## config.mk

```make
export PLATFORM = sky130hd
export DESIGN_NAME = alu_req_arbiter
export DESIGN_NICKNAME = d
export VERILOG_FILES = /design/src/rtl/alu_req_arbiter.sv
export SDC_FILE = /design/constraint.sdc
export NUM_CORES = 1
export LEC_CHECK = 0
export CORE_UTILIZATION = 30
export CTS_CLUSTER_DIAMETER = 100
export CTS_CLUSTER_SIZE = 14
export DETAILED_ROUTE_END_ITERATION = 10
export GPL_TIMING_DRIVEN = 0
export PLACE_DENSITY = 0.7
export RECOVER_POWER = 25
export SETUP_SLACK_MARGIN = 0.3
export SLEW_MARGIN = 20
export SYNTH_ARGS = -nofsm -noshare
export SYNTH_HDL_FRONTEND = slang
export SYNTH_SLANG_ARGS = --single-unit
```

## constraint.sdc

```tcl
create_clock -name clk -period 1.5 [get_ports clk]
set_input_delay 0.375 -clock clk [delete_from_list [all_inputs] [get_ports clk]]
set_output_delay 0.375 -clock clk [all_outputs]
set_load 0.01 [all_outputs]
```

## src/rtl/alu_req_arbiter.sv

```systemverilog
// Two-requester round-robin front end for a shared combinational 4-bit ALU.
// One operation in flight; result returned on a valid/ready channel tagged with the requester ID.
module alu_req_arbiter #(
  parameter int unsigned MUL_WAIT = 1
) (
  input  logic       clk,
  input  logic       rst,
  input  logic       req0_valid,
  output logic       req0_ready,
  input  logic [3:0] req0_sel,
  input  logic [3:0] req0_a,
  input  logic [3:0] req0_b,
  input  logic       req1_valid,
  output logic       req1_ready,
  input  logic [3:0] req1_sel,
  input  logic [3:0] req1_a,
  input  logic [3:0] req1_b,
  output logic [3:0] alu_a,
  output logic [3:0] alu_b,
  output logic [3:0] alu_sel,
  input  logic [7:0] alu_c,
  output logic       rsp_valid,
  input  logic       rsp_ready,
  output logic [7:0] rsp_data,
  output logic       rsp_id,
  output logic       rsp_err,
  output logic       busy
);

  typedef enum logic [1:0] {IDLE, EXEC, RESP} state_t;

  localparam logic [3:0] SEL_MUL    = 4'b0101;
  localparam logic [2:0] MUL_WAIT_L = 3'(MUL_WAIT);

  state_t     r_state;
  state_t     w_next;
  logic       r_rr;
  logic [2:0] r_cnt;
  logic       w_grant;
  logic       w_accept;
  logic       w_legal;
  logic [3:0] w_sel;
  logic [3:0] w_a;
  logic [3:0] w_b;

  // r_rr names the requester favoured when both are valid
  always_comb begin
    w_grant = 1'b0;
    if (req0_valid && req1_valid) w_grant = r_rr;
    else if (req1_valid)          w_grant = 1'b1;
    w_accept   = (r_state == IDLE) && (req0_valid || req1_valid);
    req0_ready = w_accept && !w_grant;
    req1_ready = w_accept && w_grant;
    w_sel      = w_grant ? req1_sel : req0_sel;
    w_a        = w_grant ? req1_a   : req0_a;
    w_b        = w_grant ? req1_b   : req0_b;
  end

  always_comb begin
    unique case (w_sel)
      4'b0000, 4'b1111, 4'b0001, 4'b0010, 4'b0100,
      4'b1000, 4'b0011, 4'b0110, 4'b1100, 4'b0101: w_legal = 1'b1;
      default:                                     w_legal = 1'b0;
    endcase
  end

  always_ff @(posedge clk or posedge rst) begin
    if (rst) r_state <= IDLE;
    else     r_state <= w_next;
  end

  always_comb begin
    w_next = r_state;
    busy   = (r_state != IDLE);
    unique case (r_state)
      IDLE:    if (w_accept) w_next = w_legal ? EXEC : RESP;
      EXEC:    if (r_cnt == '0) w_next = RESP;
      RESP:    if (rsp_ready) w_next = IDLE;
      default: w_next = IDLE;
    endcase
  end

  always_ff @(posedge clk or posedge rst) begin
    if (rst) begin
      alu_a     <= '0;
      alu_b     <= '0;
      alu_sel   <= '0;
      rsp_valid <= 1'b0;
      rsp_data  <= '0;
      rsp_id    <= 1'b0;
      rsp_err   <= 1'b0;
      r_rr      <= 1'b0;
      r_cnt     <= '0;
    end else begin
      unique case (r_state)
        IDLE: begin
          if (w_accept) begin
            alu_a   <= w_a;
            alu_b   <= w_b;
            alu_sel <= w_sel;
            rsp_id  <= w_grant;
            r_rr    <= ~w_grant;
            if (w_legal) begin
              r_cnt <= (w_sel == SEL_MUL) ? MUL_WAIT_L : '0;
            end else begin
              // Illegal opcodes skip the ALU and answer immediately
              rsp_data  <= '0;
              rsp_err   <= 1'b1;
              rsp_valid <= 1'b1;
            end
          end
        end
        EXEC: begin
          if (r_cnt != '0) begin
            r_cnt <= r_cnt - 3'd1;
          end else begin
            rsp_data  <= alu_c;
            rsp_err   <= 1'b0;
            rsp_valid <= 1'b1;
          end
        end
        RESP: begin
          if (rsp_ready) rsp_valid <= 1'b0;
        end
        default: ;
      endcase
    end
  end

endmodule

```

# Word-level counts from Yosys, hierarchy flattened
# Memory sizes are Yosys's and may differ from the RTL's.
# Index checks and enable logic that the tools add are counted.
[totals] register_bits=29 rom_bits=16 input_bits=37 output_inout_bits=26 memories=1
[op_classes] n_addsub=1 n_eq_ne=10 mux=26 n_bitwise=1 n_reduce_logical=17
[mem_list] memory="(no name shown)" words=16 width=1 read_ports=1 rd_ports_with_merged_regs=0 wr=0 line_no="60" source="unique case (w_sel)"
[ops] operator="two-way mux 8 bit" count=3
[ops] operator="case mux 8 bit (2 select lines)" count=1
[ops] operator="!= test 2 bit, second input constant" count=7
[ops] operator="two-way mux 4 bit" count=3
[ops] operator="two-way mux 3 bit" count=3
[ops] operator="two-way mux 1 bit" count=8
[ops] operator="two-way mux 2 bit" count=4
[ops] operator="AND reduction 4 bit" count=2
[ops] operator="case mux 2 bit (3 select lines)" count=1
[ops] operator="case mux 3 bit (2 select lines)" count=1
[ops] operator="nonzero test 3 bit" count=2
[ops] operator="AND reduction 5 bit" count=1
[ops] operator="== test 4 x 3 -> 1 bit, second input constant" count=1
[ops] operator="logical AND 1 bit" count=4
[ops] operator="nonzero test 2 bit" count=2
[ops] operator="zero test 3 bit" count=1
[ops] operator="case mux 1 bit (3 select lines)" count=1
[ops] operator="AND reduction 3 bit" count=1
[ops] operator="subtractor 3 x 1 -> 3 bit, second input constant" count=1
[ops] operator="== test 2 x 1 -> 1 bit, second input constant" count=1
[ops] operator="== test 2 bit, second input constant" count=1
[ops] operator="zero test 2 bit" count=1
[ops] operator="case mux 1 bit (2 select lines)" count=1
[ops] operator="AND reduction 2 bit" count=1
[ops] operator="other kinds (3)" count=3

# Longest topological paths before layout
[logic_depth] depth_word=8 depth_mapped=7 ltp_nobuf=7

# Worst setup path after synthesis
# Ideal clock, no wire load.
[synth_path] path_kind="register to output" start="register r_state[1]" end="output req0_ready" arrival_ns=1.220 required_ns=1.125 setup_slack_ns=-0.095 path_stages_with_launch=6 n_path_buf=2 path_cell_list="dfrtp_1 -> clkbuf_1 -> nor2_1 -> o21ai_0 -> buf_2 -> nor2_1"
[synth_via] elab_chain_len=3
[synth_lines] item="start, declared" line_no="35" source="state_t r_state;"
[synth_lines] item="start signal, assigned" line_no="69" source="else r_state <= w_next;"
[synth_lines] item="zero test 2 bit" line_no="51" source="w_accept = (r_state == IDLE) && (req0_valid || req1_valid);"
[synth_lines] item="logical AND 1 bit" line_no="51"
[synth_lines] item="logical AND 1 bit" line_no="52" source="req0_ready = w_accept && !w_grant;"
[synth_lines] item="end, declared" line_no="9" source="output logic req0_ready,"
# Every way passes these cells.

# Final worst setup path
[layout_path] start="register r_rr" end="output req0_ready"
[layout_via] elab_chain_len=3
[layout_lines] item="start, declared" line_no="37" source="logic r_rr;"
[layout_lines] item="start signal, assigned" line_no="102" source="r_rr <= ~w_grant;"
[layout_lines] item="two-way mux 1 bit" line_no="49" source="if (req0_valid && req1_valid) w_grant = r_rr;"
[layout_lines] item="zero test 1 bit" line_no="52"
[layout_lines] item="logical AND 1 bit" line_no="52"
# Every way passes these cells.

==> summary.txt <==
Synth
  • Synth Register Bits: 29
  • Largest family of logic cells by synthesized area: compound AO/OA/AOI/OAI gates
  • Post-synth EDFFs: 0
  • Synthesized area: approximately 1400 um^2
  • Post-synthesis adder-cell area fraction: 0.0176
  • Post-synth top area share: 0.511
  • Post-synthesis xor/xnor area fraction: 0
  • Synth top area cells: dfrtp_1 (51%), o21ai_0 (5.3%), a22o_1 (4.9%)
  • Synth unique cells: 36
  • Fraction of registers with async set/reset: 1.00
  • Mapped Cells: roughly 130
  • Area leader, netlist: dfrtp_1
  • Warnings from Yosys: 0
  • Mapped Avg Cell Area: around 11 um^2
  • Post-Synth Simple-Gate Area: 0.125
  • Top FF cell, synth: dfrtp_1
  • Portion of netlist area occupied by mux cells: 0.0282
  • Synth Area in Compound Gates: 0.271
  • Post-Syn Nets: ~170
  • Sequential-to-total area share from yosys stat: 0.511

Power and ir drop
  • Clock power frac: 0.122
  • Pwr Density: roughly 1900 nW/um^2
  • Register share of total power: 0.253
  • Sw Ratio: 0.396
  • Leakage: approximately 1.2 nW
  • Pint: 3.14 mW
  • Net Sw Power: 2.06 mW
  • Logic pwr share: 0.624
  • Peak VDD IR: between 0.8 and 0.9 mV
  • Tot Pwr: between 5 and 6 mW

STA
  • Clock Skews: between 0.006 and 0.007 ns
  • RSZ-0062 raised after global routing: yes
  • Pins Over Slew Limit: 0
  • Worst slew pin tran: approximately 0.60 ns
  • Slack of the critical path: -0.295 ns
  • Final hold violations: 0
  • Fmax: 0.557 GHz
  • Slew HR: 0.599
  • Fin crit share: 1.20
  • Final setup fails: 29
  • Minimum clock period: between 1.5 and 2 ns
  • Final hold slack: a little under 0.5 ns

Critical path
  • Worst EP required: between 1 and 1.5 ns
  • Crit path capture type: output port
  • Crit path max fanout: 2
  • Crit path launch type: flip-flop
  • Worst r2r src: r_rr
  • R2R Path End: rsp_data[6]
  • Critical Path AT: ~1.4 ns
  • Crit path kind: reg2out
  • R2r setup slk: -0.22 ns
  • Reg2reg path depth: 8

Place
  • GPL Wtd Cong: 0.721
  • Worst slack at placement: -1.00 ns
  • Port Buffers: 62
  • Placed cells: 246
  • Final HPWL DP: approximately 2.6 mm

Die
  • I/O pins: 63
  • Die X: approximately 71 um
  • Core Region: approximately 4400 um^2
  • Full die area: ~5000 um^2
  • Row Count: 24
  • Starting density of the core: 0.320
  • Die Y: between 70 and 80 um

Routing
  • DR iter-0 viols: 51
  • Post-DR vias/cell: ~5.1
  • Detail Route Antenna Nets: 0
  • Via count: between 1,000 and 1,500
  • Routed WL per cell: about 18 um
  • Residual DRC: 0
  • Initial DRT Pass Iterations: 6
  • Routed WL: slightly above 5 mm

Hold path
  • Min-delay src: alu_sel[1]
  • WHS Endpoint: alu_sel[1]
  • Hold Path Cell Cnt: 2
  • Worst hold path type: reg2reg

Global route
  • GRT Residual Overflow: 0
  • Global Route Usage Sum: 0.186
  • Vias in the first global route: about 1,500
  • Global-route wire length before repair: 7.13 mm
  • Largest net degree at the start of global routing: 30
  • Initial antenna violation count: 0

Clocking
  • Hold Buf Count CTS: 0
  • Worst-path clk slew: 0.07 ns
  • CTS tree: built
  • H-tree depth: 2
  • Clock buffer depth: 2
  • TritonCTS Buffers: 5
  • Num Clock Sinks: 29
  • Clock Latency Late Sink: around 0.28 ns
  • Clock root cell: clkbuf_8

Layout
  • Layout cells sized above 1: 0.527
  • Non-filler cells, final: about 290
  • Commonest non-fill, non-tap cell in the layout: dfrtp_1
  • Commonest cells after routing, fill and taps aside: dfrtp_1 (28), clkdlybuf4s50_1 (27), buf_2 (23)
  • Post-layout nets: 277
  • Number of diodes: 0
  • Area Overhead vs Synth: 93.8%

Status
  • Status: finished, violations left
  • Violated checks: setup timing

Job
  • Max-Cap Viols: 0
-- worst max path at each step --
stage,slack [ns],start,end,cells after the start
2_1_floorplan,0.04,r_rr,rsp_data[0],6
3_3_place_gp,-1.00,req0_valid,req0_ready,7
3_5_place_dp,-1.00,req0_valid,req0_ready,7
4_1_cts,-0.26,r_rr,req0_ready,6
5_1_grt,-0.32,r_rr,req0_ready,6
6_report,-0.29,r_rr,req0_ready,6
-- layer usage --
metal | vias up | global-route usage | share of wire
met2 | 54 | 0.307 | 0.51
li1 | 710 | - | -
met1 | 713 | 0.244 | 0.43
met3 | 7 | 0.0328 | 0.045
met5 | - | 0 | 0
met4 | 0 | 0.0711 | 0.016
-- repair_timing --
action | 4_1_cts | 5_1_grt
gates resized for setup | 175 | 27
gates cloned | 2 | 0
setup endpoints to repair | 55 | 41
pin swaps | 23 | 17
setup buffers | 19 | 16
-- kinds of logic after synthesis --
group / after synthesis
DFF: 29
and+or+nand+nor: 31
AOI/OAI and AO/OA: 51
muxes: 4
adders and majority gates: 2
buffers and inverters: 15
-- registers in the layout, indices dropped and copies added (netlist names) --
| register | cells |
|---|---|
| r_cnt | 3 |
| rsp_id | 1 |
| alu_b | 4 |
| r_state | 2 |
| r_rr | 1 |
| rsp_valid | 1 |
| alu_a | 4 |
| alu_sel | 4 |
| rsp_err | 1 |
| rsp_data | 8 |
-- worst max-delay path: stages (launching register included) --
cell      delay (ns)
dfrtp_1         0.39
nand2b_4        0.14
and2_4          0.16
buf_8           0.12
buf_8           0.12
nor2_4          0.10
buf_6           0.11
-- through the flow --
stage,area [um^2],setup TNS (ns),util
2_1_floorplan,1490,0,-
3_3_place_gp,2180,-21.12,0.490
3_5_place_dp,2180,-14.26,0.490
4_1_cts,2500,-2.76,0.563
5_1_grt,2760,-6.35,0.620
6_report,2760,-4.82,0.620
-- power groups by stage --
stage,registers [mW],logic (mW),clock network [mW]
after floorplan,1.43,1.13,0
after global placement,1.32,2.15,0
after detailed placement,1.32,2.18,0
after CTS,1.29,2.63,0.641
after global routing,1.35,3.46,0.689
final,1.32,3.25,0.636
-- synth_stat cells (2+ instances only) --
cell	n
mux2i_1	4
ha_1	2
nand2_1	13
a22o_1	8
a21boi_0	2
nor2_1	4
o21ai_1	2
a32oi_1	2
a22oi_1	8
o21ai_0	15
dfrtp_1	29
nor3_1	4
a21oi_1	4
a21o_1	2
inv_1	8
and3b_1	2
buf_2	3
nor4bb_1	2
-- final cells by class --
type / count / area [um^2]
Sequential cell: 29 / 727
Inverter: 10 / 48.8
Tap cell: 52 / 65.1
Buffer: 5 / 60.1
Clock inverter: 3 / 17.5
Multi-Input combinational cell: 89 / 900
Timing Repair Buffer: 98 / 868
Fill cell: 354 / 1690
Clock buffer: 5 / 68.8
Note: power is estimated with default switching activity, not from simulation.
==> RTL edit 1, RTL diff (config.mk and constraints unchanged) <==
Re-encode `state_t` (3 states) as one-hot, 3 bits wide.
--- a/src/rtl/alu_req_arbiter.sv
+++ b/src/rtl/alu_req_arbiter.sv
@@ -29,3 +29,3 @@
 
-  typedef enum logic [1:0] {IDLE, EXEC, RESP} state_t;
+  typedef enum logic [2:0] {IDLE = 3'b001, EXEC = 3'b010, RESP = 3'b100} state_t;
 
Check against the original RTL: same outputs for any inputs over 10 cycles, from zero or initial values and one cycle with rst high; not proved beyond that.
==> RTL edit 1 against the unedited design <==
  * The flow still finishes with violations (setup timing)
  * Final area up 1.5%
  * Sequential cell count up 1
  * Wire length down 6.8%
  * Power up 3.7%
  * First-iteration DRC count up 49%
  * Setup slack worse by 560 ps
  * Sequential share of layout area up 0.51 points
  * Area after synthesis up 9.7%
  * Critical path type is now register to register
==> RTL edit 1: results (changes against the unedited design) <==
- The via count of the first global-routing pass is 1502 (+1.5%).
- The worst IR drop on VDD was 1.01 mV (+19%).
- The first-pass GRT wire length is 6.97 mm (-2.3%).
- The count of pins over their slew limit is 0 (unchanged).
- The final reports fail on setup timing.
- In this run the worst setup path terminates at r_cnt[2].
- The first-pass detailed-route iteration total is 4 (-2).
- The worst path arrival time is 2520 ps (+1100 ps).
- The maximum root-to-sink buffer count is 2 (unchanged).
- The detailed-routing wirelength on met1 came to 2.06 mm (-6.6%).
- The largest net degree at the start of global routing is 31 (+3.3%).
- The static leakage was 1.30 nW (+4.7%).
- Sorting the synthesized cells by how often they occur yields sky130_fd_sc_hd__dfrtp_1, sky130_fd_sc_hd__nand2_1, sky130_fd_sc_hd__nor2_1, sky130_fd_sc_hd__o21ai_1, sky130_fd_sc_hd__inv_1.
- By area the synthesized netlist is led by sky130_fd_sc_hd__dfrtp_1, sky130_fd_sc_hd__a22o_1, sky130_fd_sc_hd__nand2_1.
- The initial DRC count was 76 (+49%).
- The worst register-to-register path ends at r_cnt[2].
- The number of antenna repair diodes is 0 (unchanged).
- The combinational cell fraction of total power was 0.581 (-0.043).
- The flow ran to the end, but the final reports show violations.
- The power density over the cells is 1930 nW/um^2 (+2.2%).
- The global routing met3 resource utilization is 0.0298 (-0.00295).
- The cell family contributing the most delay on the critical path is simple AND/OR/NAND/NOR gates.
- The total setup violations reported at the end of the flow is 31 (+6.9%).
- The final instance count without filler cells was 321 (+10%).
- The global-route met1 utilization is 0.210 (-0.0344).
- The highest fanout seen on the critical path is 4 (+2).
- The worst-case setup slack after placement was -1610 ps (-610 ps).
- The routability congestion estimate is 0.838 (+16%).
- The length of routed met2 wiring is 2.41 mm (-7.2%).
- The critical path class is register to register.
- The sequential element share of the synthesized area is 0.482 (-0.0282).
- The depth of the most critical reg-to-reg path is 10 (+2).
- The sequential group power is 1.42 mW (+8%).
- The overall global routing resource usage is 0.171 (-0.0150).
- The total instance count after detailed placement came to 282 (+15%).
- The count of cell types in the netlist is 40 (+11%).
- The accumulated negative setup slack was -14470 ps (-9650 ps).
- The post-route worst setup slack is -856 ps (-561 ps).
- The number of antenna violations at the first check in global routing is 0 (unchanged).
- The mean routed wirelength per cell is 14.9 um (-15%).
- The half-perimeter wire length after placement is 3.02 mm (+16%).
- The average cell area after synthesis is 10.1 um^2 (-6.0%).
- The final setup skew came to 6.05 ps (-0.671 ps).
- The reported net switching power was 1.95 mW (-5.5%).
- The ratio of cells with drive above 1 in the final layout is 0.465 (-0.0626).
- The post-synthesis net count is 195 (+14%).
- The number of vias per cell is 4.89 (-4.2%).
- The final net count is 294 (+6.1%).
- The detailed route wirelength on metal3 is 237 um (+3.9%).
- The transition time at the pin with the least slew margin is 630 ps (+29.3 ps).
- The standard cell area after detailed placement is 2360 um^2 (+8.6%).
- The number of port buffers is 61 (-1.6%).
- The global-route met2 utilization is 0.292 (-0.0147).
[RTL edit 1: worst register-to-register path: stages (launching register included)]
cell	delay (ps)
sky130_fd_sc_hd__dfrtp_1	390
sky130_fd_sc_hd__nand2b_4	160
sky130_fd_sc_hd__nand2_4	90
sky130_fd_sc_hd__mux2i_4	240
sky130_fd_sc_hd__inv_2	60
sky130_fd_sc_hd__ha_4	280
sky130_fd_sc_hd__nand2b_4	130
sky130_fd_sc_hd__a21oi_4	40
sky130_fd_sc_hd__a2111o_1	310
sky130_fd_sc_hd__nand3b_1	220
sky130_fd_sc_hd__mux2_4	320
[RTL edit 1: final cells by class]
type	count	area (um^2)
Fill cell	422	2050
Multi-Input combinational cell	107	943
Timing Repair Buffer	92	795
Sequential cell	30	752
Clock buffer	7	86.3
Tap cell	67	83.8
Buffer	5	58.8
Inverter	12	47.5
Clock inverter	1	30.0
[RTL edit 1: worst min path at each step]
stage                     from          to  slack [ps]  depth (start not counted)
global placement    alu_sel[3]  alu_sel[3]         470                          2
detailed placement      rsp_id      rsp_id         470                          1
CTS                   alu_a[1]    alu_a[1]         470                          2
floorplan            rsp_ready  r_state[2]         460                          1
finish                alu_a[1]    alu_a[1]         480                          2
global route          alu_a[1]    alu_a[1]         500                          2
[RTL edit 1: what timing repair did]
item | in CTS | in global routing
setup buffers | 23 | 7
gates resized for setup | 127 | 36
pin swaps | 9 | 22
cloned | 1 | 0
setup endpoints to repair | 56 | 43
[RTL edit 1: logic make-up after synthesis]
logic type / Yosys count / share of synthesized area
buffers and inverters: 17 / 0.0433
adders and majority gates: 4 / 0.0321
and+or+nand+nor: 47 / 0.161
DFF: 30 / 0.482
AOI/OAI and AO/OA: 49 / 0.234
muxes: 7 / 0.0474
==> RTL edit 2, RTL diff (same settings) <==
Made on the original files. Make the reset (`rst`) synchronous in 2 clocked blocks.
--- a/src/rtl/alu_req_arbiter.sv
+++ b/src/rtl/alu_req_arbiter.sv
@@ -66,3 +66,3 @@
 
-  always_ff @(posedge clk or posedge rst) begin
+  always_ff @(posedge clk) begin
     if (rst) r_state <= IDLE;
@@ -82,3 +82,3 @@
 
-  always_ff @(posedge clk or posedge rst) begin
+  always_ff @(posedge clk) begin
     if (rst) begin
Check against the original RTL: differs if rst is asserted again (counterexample within 4 cycles, from zero or initial values and one cycle with rst high); with rst held inactive, the same outputs for 10 cycles.
==> RTL edit 2 against the unedited design <==
  * The run still ends with setup timing left
  * Sequential share of layout area down 2.3 points
  * Global-route usage down 0.63 points
  * Setup slack worse by 630 ps
  * Final area down 11%
  * Area after synthesis down 0.70%
  * Non-clock buffer count down 11
  * Sequential cell count unchanged
  * First-iteration DRC count up 76%
  * Wire length down 16%
Power is not compared: it rests on default switching activity, and its combinational part moved more than twofold at a synthesized area within 25%.
==> RTL edit 2: results (changes against the unedited design) <==
- The run finished, with violations left.
- The checks that failed: setup timing.
- The number of vias per cell was 5.30 (+3.9%).
- The depth of the most critical reg-to-reg path is 10 (+2).
- The routability congestion estimate is 0.846 (+17%).
- The worst-case setup slack after placement is -1540 ps (-543 ps).
- The maximum level of the CTS H-tree came to 2 (unchanged).
- The sequential element share of the synthesized area is 0.411 (-0.0992).
- The final net count is 284 (+2.5%).
- In this run the critical register-to-register path is captured at rsp_data[0].
- The post-route worst setup slack is -928 ps (-633 ps).
- The global-route met2 utilization is 0.318 (+0.0116).
- The transition time at the pin with the least slew margin was 430 ps (-171 ps).
- The first-pass detailed-route iteration total came to 6 (unchanged).
- After clock tree synthesis, the clock-pin slew on the worst setup and hold paths is around 60 ps.
- The master of the slowest instance on the critical path is sky130_fd_sc_hd__mux2_4.
- The startpoint identified for the worst register-to-register timing path is r_rr.
- The peak per-stage delay on the critical path is 330 ps (-60 ps).
- In the synthesized netlist, the cells that appear most often are sky130_fd_sc_hd__dfxtp_1, sky130_fd_sc_hd__nor2_1, sky130_fd_sc_hd__inv_1, sky130_fd_sc_hd__nand2_1, sky130_fd_sc_hd__a222oi_1.
- The largest net degree at the start of global routing is 11 (-63%).
- The overall global routing resource usage came to 0.180 (-0.00626).
- The initial DRC count is 90 (+76%).
- The number of buffers added to fix hold violations after cts is 0 (unchanged).
- The count of cell types in the netlist is 46 (+28%).
- The insertion delay of the later-clocked pin in the worst-skew pair is about 270 ps.
- The worst path arrival time is 2640 ps (+1220 ps).
- The global-route met1 utilization was 0.214 (-0.0306).
- The number of flip-flops in the largest register is 8 (unchanged).
- The cell family contributing the most delay on the critical path is compound AO/OA/AOI/OAI gates.
- The classification of the worst-slack hold path is register to register.
- The number of port buffers is 62 (unchanged).
- The total setup violations reported at the end of the flow was 17 (-41%).
- The CTS buffer count is 5 (unchanged).
- The category of the worst setup path launch point is a register.
- After synthesis, the cell types taking the most area are sky130_fd_sc_hd__dfxtp_1, sky130_fd_sc_hd__a222oi_1, sky130_fd_sc_hd__a32o_2.
- STA classifies the critical path endpoint as a register.
- The ratio of cells with drive above 1 in the final layout is 0.406 (-0.121).
- The highest fanout seen on the critical path is 5 (+3).
- The number of antenna violations at the first check in global routing was 0 (unchanged).
- The post-synthesis net count is 193 (+13%).
- The half-perimeter wire length after placement is 2.71 mm (+3.9%).
- The final setup skew came to 5.17 ps (-1.54 ps).
- The global routing met3 resource utilization is 0.0427 (+0.00997).
- In the synthesized netlist the dominant register cell turns out to be sky130_fd_sc_hd__dfxtp_1.
- The first-pass GRT wire length was 7.13 mm (about the same).
- The final routed wirelength across all metal layers came to 4.28 mm (-16%).
- The clock root buffer master is sky130_fd_sc_hd__clkbuf_8.
- The count of yosys warnings during synthesis is 0 (unchanged).
- The fraction of registers with async set or reset after synthesis was 0 (-1.00).
==> RTL edit 2: cell count changes after synthesis, sizes merged, moves of 8 or more <==
cell | before | now
dfxtp | 0 | 29
a222oi | 0 | 9
a22oi | 8 | 0
a32o | 0 | 8
a22o | 8 | 0
dfrtp | 29 | 0
nor2 | 4 | 19
o21ai | 18 | 3
==> RTL edit 2: logic make-up (layout without fill, tap and decap cells) <==
logic type / after synthesis / count (layout) / synth area share
compound gates: 48 / 48 / 0.293
simple gates: 47 / 47 / 0.163
flops: 29 / 29 / 0.411
buf+inv: 20 / 112 / 0.0638
fa+ha+maj: 4 / 4 / 0.0355
mux: 4 / 4 / 0.0337
==> RTL edit 2: per-stage QoR <==
stage | setup TNS, ps | hold WS (ps) | instance area, um^2 | cells | utilization
3_5_place_dp | -31030 | 450 | 2180 | 266 | 0.490
2_1_floorplan | -10440 | 471 | 1490 | 152 | -
5_1_grt | -14230 | 492 | 2450 | 296 | 0.552
6_report | -13080 | 465 | 2450 | 296 | 0.552
4_1_cts | -11920 | 462 | 2450 | 293 | 0.552
3_3_place_gp | -30850 | 445 | 2180 | 266 | 0.490
==> RTL edit 2: worst min-delay path by stage <==
stage | slack, ps | end | cells after the start | start
after floorplan | 470 | r_rr | 2 | r_rr
after global placement | 450 | rsp_valid | 2 | rsp_valid
after detailed placement | 450 | rsp_valid | 2 | rsp_valid
after CTS | 460 | alu_sel[0] | 2 | alu_sel[0]
after global routing | 490 | rsp_valid | 2 | rsp_valid
final | 460 | alu_sel[0] | 2 | alu_sel[0]
==> RTL edit 2: worst register-to-register path, delay by kind of cell, from the launching register on <==
kind,cells,cell delay (ps)
AOI/OAI and AO/OA,4,870
muxes,2,590
DFF,1,320
and+or+nand+nor,2,240
adders and majority gates,1,220
buffers and inverters,1,140
==> RTL edit 2: where the power goes <==
group          leakage [nW]  switching [mW]  internal [mW]
logic                 0.797           0.603          0.649
registers             0.240          0.0712          0.897
clock network        0.0585           0.278          0.541
total                  1.10           0.952           2.09
==> RTL edit 2: final cells by class <==
cell class                 instances  area, um^2
fill                             410        1990
timing repair buffer              84         696
inverter                          12        47.5
buffer                             8        81.3
sequential                        29         591
clock buffer                       7        86.3
multi-input combinational        103         858
tap                               52        65.1
clock inverter                     1        30.0
==> RTL edit 2: timing repair <==
item,CTS,global route
cloned,1,0
setup endpoints to repair,55,39
setup buffers,18,3
pin swaps,18,8
gates resized for setup,135,16
==> RTL edit 2: metal layers <==
metal  part of all wire  vias to the layer above
met5                  0                        -
met4              0.015                        0
met3              0.065                        6
met2               0.50                       50
met1               0.42                      750
li1                   -                      762
